--- src/rtl/matmul_sequencer.sv ---
// Sequences a shared 4-port 256x16 memory to compute C = A x B for N x N signed matrices.
// Define MATMUL_SATURATE_EN to clamp each C word to the signed 16-bit range instead of wrapping.
module matmul_sequencer #(
   parameter int N      = 4,
   parameter int A_BASE = 0,
   parameter int B_BASE = 64,
   parameter int C_BASE = 128
) (
   input  logic        clock,
   input  logic        reset_n,
   input  logic        start,
   output logic        busy,
   output logic        done,
   output logic [7:0]  rd_addr_a,
   input  logic [15:0] rd_data_a,
   output logic [7:0]  rd_addr_b,
   input  logic [15:0] rd_data_b,
   output logic        wr_en_c,
   output logic [7:0]  wr_addr_c,
   output logic [15:0] wr_data_c
);

   // state | meaning
   // IDLE  | waiting for start
   // RUN   | issue A/B addresses for k, accumulate product of k-1
   // DRAIN | accumulate product of k = N-1
   // WRITE | write C[i][j], advance j/i
   // DONE  | one-cycle completion pulse
   typedef enum logic [2:0] {S_IDLE, S_RUN, S_DRAIN, S_WRITE, S_DONE} state_t;

   localparam logic [3:0] LAST   = 4'(N - 1);
   localparam logic [7:0] N8     = 8'(N);
   localparam logic [7:0] A_BASE8 = 8'(A_BASE);
   localparam logic [7:0] B_BASE8 = 8'(B_BASE);
   localparam logic [7:0] C_BASE8 = 8'(C_BASE);

   state_t             state_q, state_d;
   logic [3:0]         i_q, i_d, j_q, j_d, k_q, k_d;
   logic signed [31:0] acc_q, acc_d;
   logic [7:0]         rd_addr_a_q, rd_addr_a_d;
   logic [7:0]         rd_addr_b_q, rd_addr_b_d;
   logic [7:0]         wr_addr_c_q, wr_addr_c_d;

   logic [7:0]         addr_a_cur, addr_b_cur, addr_c_cur;
   logic signed [31:0] prod;

   function automatic logic [15:0] result_f(input logic signed [31:0] a);
`ifdef MATMUL_SATURATE_EN
      if (a > 32'sd32767) return 16'h7FFF;
      else if (a < -32'sd32768) return 16'h8000;
      else return a[15:0];
`else
      return a[15:0];
`endif
   endfunction

   assign addr_a_cur = A_BASE8 + {4'b0, i_q} * N8 + {4'b0, k_q};
   assign addr_b_cur = B_BASE8 + {4'b0, k_q} * N8 + {4'b0, j_q};
   assign addr_c_cur = C_BASE8 + {4'b0, i_q} * N8 + {4'b0, j_q};
   assign prod       = $signed(rd_data_a) * $signed(rd_data_b);

   always_ff @(posedge clock) begin
      if (!reset_n) begin
         state_q     <= S_IDLE;
         i_q         <= '0;
         j_q         <= '0;
         k_q         <= '0;
         acc_q       <= '0;
         rd_addr_a_q <= '0;
         rd_addr_b_q <= '0;
         wr_addr_c_q <= '0;
      end else begin
         state_q     <= state_d;
         i_q         <= i_d;
         j_q         <= j_d;
         k_q         <= k_d;
         acc_q       <= acc_d;
         rd_addr_a_q <= rd_addr_a_d;
         rd_addr_b_q <= rd_addr_b_d;
         wr_addr_c_q <= wr_addr_c_d;
      end
   end

   always_comb begin
      state_d = state_q;
      case (state_q)
         S_IDLE:  if (start) state_d = S_RUN;
         S_RUN:   if (k_q == LAST) state_d = S_DRAIN;
         S_DRAIN: state_d = S_WRITE;
         S_WRITE: state_d = (i_q == LAST && j_q == LAST) ? S_DONE : S_RUN;
         S_DONE:  state_d = S_IDLE;
         default: state_d = S_IDLE;
      endcase
   end

   always_comb begin
      i_d         = i_q;
      j_d         = j_q;
      k_d         = k_q;
      acc_d       = acc_q;
      rd_addr_a_d = rd_addr_a_q;
      rd_addr_b_d = rd_addr_b_q;
      wr_addr_c_d = wr_addr_c_q;
      case (state_q)
         S_IDLE: begin
            if (start) begin
               i_d   = '0;
               j_d   = '0;
               k_d   = '0;
               acc_d = '0;
            end
         end
         S_RUN: begin
            // read data lags the address by a cycle, so k = 0 has nothing to add yet
            if (k_q != 4'd0) acc_d = acc_q + prod;
            k_d         = k_q + 4'd1;
            rd_addr_a_d = addr_a_cur;
            rd_addr_b_d = addr_b_cur;
         end
         S_DRAIN: acc_d = acc_q + prod;
         S_WRITE: begin
            acc_d       = '0;
            k_d         = '0;
            wr_addr_c_d = addr_c_cur;
            if (j_q == LAST) begin
               j_d = '0;
               i_d = i_q + 4'd1;
            end else begin
               j_d = j_q + 4'd1;
            end
         end
         default: ;
      endcase
   end

   always_comb begin
      busy      = (state_q == S_RUN) || (state_q == S_DRAIN) || (state_q == S_WRITE);
      done      = (state_q == S_DONE);
      wr_en_c   = (state_q == S_WRITE);
      rd_addr_a = (state_q == S_RUN)   ? addr_a_cur : rd_addr_a_q;
      rd_addr_b = (state_q == S_RUN)   ? addr_b_cur : rd_addr_b_q;
      wr_addr_c = (state_q == S_WRITE) ? addr_c_cur : wr_addr_c_q;
      wr_data_c = (state_q == S_WRITE) ? result_f(acc_q) : 16'h0000;
   end

endmodule

--- config.mk ---
export PLATFORM = sky130hd
export DESIGN_NAME = matmul_sequencer
export DESIGN_NICKNAME = d
export VERILOG_FILES = /design/src/rtl/matmul_sequencer.sv
export SDC_FILE = /design/constraint.sdc
export NUM_CORES = 1
export LEC_CHECK = 0
export BUFFER_PORTS_ARGS = -buffer_cell sky130_fd_sc_hd__clkbuf_2
export CAP_MARGIN = 20
export CORE_MARGIN = 3
export CORE_UTILIZATION = 58
export CTS_CLUSTER_SIZE = 30
export DETAILED_ROUTE_END_ITERATION = 6
export PLACE_DENSITY = 0.79
export SKIP_LAST_GASP = 1
export SYNTH_ARGS = -nofsm -noshare
export SYNTH_HDL_FRONTEND = slang
export SYNTH_SLANG_ARGS = --single-unit
--- constraint.sdc ---
create_clock -name clock -period 7.4 [get_ports clock]
set_input_delay 1.48 -clock clock [delete_from_list [all_inputs] [get_ports clock]]
set_output_delay 1.48 -clock clock [all_outputs]
set_load 0.02 [all_outputs]
# Yosys cells after proc, flatten, opt, wreduce, memory -nomap -nowiden
# Index checks and enable logic that the tools add are counted.
[word_totals] in_bits=35 word_cells=59 mem_count=0 romBits=0 mem_bits_rw=0 latch_bits=0 register_bits=71
[classes] reduce_logical=13 mul=1 bitwise=0 n_mux=17 order_cmp=0 div=0 shifts=0 add_sub_neg=9 n_eq_ne=11
[op_table] op="one-hot mux 32 bit (4 select lines)" n=1
[op_table] op="2-to-1 mux 32 bit" n=2
[op_table] op="adder 32 bit" n=1
[op_table] op="multiplier 16 x 16 -> 32 bit" n=1
[op_table] op="2-to-1 mux 8 bit" n=3
[op_table] op="adder 8 x 4 -> 8 bit" n=2
[op_table] op="2-to-1 mux 16 bit" n=1
[op_table] op="one-hot mux 4 bit (2 select lines)" n=2
[op_table] op="adder 4 x 1 -> 4 bit (second input constant)" n=3
[op_table] op="equality test 4 x 2 -> 1 bit (second input constant)" n=3
[op_table] op="2-to-1 mux 4 bit" n=3
[op_table] op="one-hot mux 3 bit (4 select lines)" n=1
[op_table] op="one-hot mux 4 bit (3 select lines)" n=1
[op_table] op="2-to-1 mux 3 bit" n=3
[op_table] op="adder 7 x 6 -> 8 bit (first input constant)" n=1
[op_table] op="adder 8 x 6 -> 8 bit (first input constant)" n=1
[op_table] op="nonzero test 4 bit" n=2
[op_table] op="adder 6 x 4 -> 7 bit" n=1
[op_table] op="equality test 3 x 2 -> 1 bit (second input constant)" n=2
[op_table] op="!= test 2 bit (second input constant)" n=3
[op_table] op="AND reduction 2 bit" n=3
[op_table] op="AND reduction 3 bit" n=2
[op_table] op="equality test 3 x 1 -> 1 bit (second input constant)" n=1
[op_table] op="equality test 3 bit (second input constant)" n=1
[op_table] op="6 further kinds" n=7

# Logic depth before layout (Yosys ltp)
[depth] ltp_word=4 ltp_mapped=21

# Least setup slack after synthesis
# OpenSTA, ideal clock, no wires.
[synth_path] path_kind="in2reg" start="input port rd_data_a[5]" end="register acc_q[15]" stages=20 t_arrival_ps=6374 slack_ps=909 path_cell_list="clkbuf_1 -> and2_1 -> fa_1 -> inv_1 -> fa_1 -> fa_1 -> fa_1 -> inv_1 -> fa_1 -> inv_1 -> fa_1 -> inv_1 -> ha_1 -> a21o_1 -> a21oi_1 -> o31ai_1 -> a21o_1 -> a21oi_2 -> xnor2_1 -> a32o_1"
[synth_via] elab_chain_len=4
[synth_rtl] item="start, declared" line_no="15" rtl="input logic [15:0] rd_data_a,"
[synth_rtl] item="multiplier 16 x 16 -> 32 bit *" line_no="60" rtl="assign prod = $signed(rd_data_a) * $signed(rd_data_b);"
[synth_rtl] item="adder 32 bit *" line_no="115, 120"
[synth_rtl] item="2-to-1 mux 32 bit" line_no="115" rtl="if (k_q != 4'd0) acc_d = acc_q + prod;"
[synth_rtl] item="one-hot mux 32 bit (4 select lines) *" line_no="104" rtl="case (state_q)"
[synth_rtl] item="end signal, assigned" line_no="68" rtl="acc_q <= '0;"
[synth_rtl] item="end signal, assigned" line_no="77" rtl="acc_q <= acc_d;"
[synth_rtl] item="end, declared" line_no="39" rtl="logic signed [31:0] acc_q, acc_d;"
# Mark *: on every way between the ends. The rest lies on a longest branch, timed or not. The select of a mux whose other input is x is not followed.
# A chain may end at the register's enable or synchronous reset.

# Worst setup path in the final report
# Ends and elaborated chain as after synthesis.

==> run_results.csv <==
group,metric,value,unit
logic_synthesis,synth_edf_count,0,
worst_setup_path,required,7.59,ns
worst_setup_path,critical_path_depth,20,
grt,grt_max_degree,52,
logic_synthesis,ys.flop_type,"dfxtp_1",
worst_setup_path,crit_type,"input port to flip-flop",
clock_tree,cts_setup_buffers,0,
layout,diodes,0,
clock_tree,clk-insertion-delay-late,0.30,ns
grt,grt_usage,24.4,%
timing,setup_ws,0.942,ns
worst_setup_path,cp_common_cell,"fa_1",
power_and_ir_drop,ir_drop,0.298,mV
grt,grt_antenna_before_repair,0,
place,place_congestion,0.909,
clock_tree,clockRootBuffer,"clkbuf_16",
timing,rsz0062_at_grt,"no",
detailed_routing,drt_first_pass_iters,5,
logic_synthesis,synthesis.nets,1082,
floorplanning,start_util,60.2,%
worst_setup_path,cp.arrival,6.65,ns
floorplanning,die_y,119,um
layout,synthToLayoutAreaGrowth,8.39,%
timing,hold_ws,0.476,ns
outcome,outcome,"finished, final reports clean",
clock_tree,clock-sinks,55,
place,dpl.hpwl,13400,um
worst_setup_path,r2r_cells,17,
grt,grt_pass1_wl,27900,um
timing,timing.final.max_slew_violations,0,
place,portBuffers,77,
clock_tree,clk_pin_slew,0.07,ns
worst_setup_path,end_kind,"flip-flop",
floorplanning,core,12200,sq um
timing,setup_viol,0,
floorplanning,ioPinCount,78,
detailed_routing,wl,16500,um
timing,clock.fmax,155,MHz
timing,hold_viol,0,
power_and_ir_drop,powerDensity,332,nW/um^2
detailed_routing,wl_per_cell,15.1,um
detailed_routing,drc,0,
worst_setup_path,crit_buf_inv,5,
worst_setup_path,crit_path_top_delay_cell,"fa_1",
layout,fin_nets,1133,
timing,slew_headroom,34.8,%
logic_synthesis,syn_avg_cell_area,8.40,sq um
timing,layout_min_cycle_time,6.46,ns
worst_setup_path,path_cells,"clkbuf_2 > and2_1 > fa_1 > inv_1 > fa_1 > fa_1 > fa_1 > inv_1 > fa_1 > inv_1 > fa_1 > inv_1 > ha_1 > a21o_1 > a21oi_1 > o31ai_1 > a21o_1 > a21oi_2 > xnor2_1 > a32o_1",
detailed_routing,ant_nets,0,
layout,final_util,65.2,%
min_path,whs_path_depth,1,
floorplanning,die-area,14100,sq um
clock_tree,clockBufferDepth,2,
layout,drive_gt1_share,10.0,%
logic_synthesis,ys_ff_latch,55,
detailed_routing,vias,5707,
power_and_ir_drop,p_leak,4.08,nW
min_path,hp-class,"flip-flop to flip-flop",
worst_setup_path,start_kind,"input port",
logic_synthesis,syn_inst,875,
logic_synthesis,async_flop_share,0,%
timing,min_period_over_period,87.3,%
timing,finalClockSkew,0.0130,ns
worst_setup_path,slowest_delay,0.56,ns
clock_tree,post_cts_resized,0,
place,post-place-ws,0.645,ns
clock_tree,hold_buffers,0,
worst_setup_path,path_max_fanout,11,
layout,fillers,1094,
logic_synthesis,yosysWarnings,0,
detailed_routing,vias_per_cell,5.22,
logic_synthesis,ys_seq_area_share,15.0,%
clock_tree,cts_tree,"done",
logic_synthesis,synth_cell_types,42,
clock_tree,h-tree-depth,2,
floorplanning,row_count,40,
timing,tightest_slew,0.970,ns
grt,grt_overflow,0,
floorplanning,die_w,119,um
worst_setup_path,cp_top_family,"adder cells",
logic_synthesis,netlist_area,7350,sq um
grt,grt_pass1_vias,5827,
clock_tree,numCtsBuffers,5,
run,cap_violations,0,
detailed_routing,initialDrtViolationCount,384,
timing,finalSetupTns,0,ns
==> routing by layer <==
layer / track usage [%] / share of wire (%) / up-vias
li1: - / - / 2745
met1: 32.8 / 43 / 2766
met2: 40.7 / 48 / 170
met3: 4.16 / 6.0 / 26
met4: 6.52 / 2.3 / 0
met5: 0 / 0 / -
==> sequential cells by signal, summed over array words and instances (netlist names) <==
name         count
rd_addr_b_q      8
state_q          3
rd_addr_a_q      8
k_q              4
acc_q           16
i_q              4
wr_addr_c_q      8
j_q              4
==> synth_stat cells, drive strengths merged (2+ instances only) <==
cell     count  share of area (%)
a21oi       12               0.97
dfxtp       55                 15
nand2b       4               0.34
nor3         7               0.48
o31ai        5               0.51
and2       115                9.8
nor2b       13                1.1
nor2        12               0.61
a2111oi      2               0.49
a211oi       2               0.27
nand3       13               0.89
fa          96                 26
o21bai       3               0.36
a22oi        6               0.61
ha          76                 13
nand2      110                5.6
a21boi      10                1.0
a21o         4               0.41
a31oi        3               0.26
a32o         3               0.41
xor2        14                1.7
xnor2       40                4.8
nand4        2               0.17
inv        187                9.5
buf          4               0.27
o21ai       18                1.2
and3        18                1.5
clkbuf      31                1.6
==> stage by stage <==
stage                     cells  area [sq um]  power [mW]
final                      1094          7970        2.64
after global routing       1094          7970        2.93
after CTS                  1094          7970        2.66
after detailed placement   1087          7830        2.40
after global placement     1087          7830        2.34
after floorplan             875          7350        1.97
==> worst reg2reg max path: cells and delay by family, from the launching register on <==
family | cells | cell delay [ns]
DFF | 1 | 0.36
and+or+nand+nor | 1 | 0.23
buffers and inverters | 4 | 0.22
AOI/OAI and AO/OA | 5 | 0.98
adders and majority gates | 6 | 2.70
xor gates and xnor gates | 1 | 0.08
==> cell usage in the layout (no fill, tap or decap), types with 2 or more instances in the layout <==
cell type / n
nor2b_1: 13
and2_1: 115
nor2_1: 12
o21bai_1: 2
a21boi_0: 10
a31oi_1: 3
ha_1: 76
xor2_1: 14
nand2b_1: 4
nand3_1: 13
and3_1: 18
nand2_1: 110
a21oi_2: 3
nand4_1: 2
dfxtp_1: 55
o31ai_1: 5
a32o_1: 3
fa_1: 96
a21oi_1: 9
clkbuf_2: 77
clkbuf_16: 5
xnor2_1: 40
inv_1: 187
nor3_1: 7
buf_4: 2
o21ai_0: 18
a21o_1: 4
a22oi_1: 6
==> cell families (layout without fill, tap and decap cells) <==
family                   Yosys count  after routing  share of synthesized area (%)
flip-flops                        55             55                           15.0
adder cells (fa/ha/maj)          172            172                           39.1
multiplexers                       1              1                          0.136
XOR/XNOR                          54             54                           6.43
AND/OR/NAND/NOR                  299            299                           21.0
buffers and inverters            222            273                           11.4
AO/OA/AOI/OAI                     72             72                           6.94
==> worst paths after layout <==
kind	to	startpoint	slack, ns
hold reg to reg	rd_addr_a_q[7]	rd_addr_a_q[7]	0.48
setup / recovery	acc_q[15]	rd_data_a[5]	0.94
setup reg to reg	acc_q[15]	acc_q[8]	2.72
hold / removal	rd_addr_a_q[7]	rd_addr_a_q[7]	0.48
==> report_power, final <==
part | switching (mW) | total, mW | internal (mW)
sequential | 0.0228 | 0.340 | 0.317
combinational | 1.15 | 2.06 | 0.916
clock | 0.113 | 0.238 | 0.126
total | 1.28 | 2.64 | 1.36
==> layout make-up <==
type / count / area (sq um) / share of cell area, %
Multi-Input combinational cell: 598 / 5410 / 67.9
Sequential cell: 55 / 1100 / 13.8
Inverter: 187 / 702 / 8.81
Timing Repair Buffer: 79 / 400 / 5.03
Tap cell: 168 / 210 / 2.64
Clock buffer: 5 / 125 / 1.57
Clock inverter: 2 / 17.5 / 0.220
(Power assumes the default switching activity.)
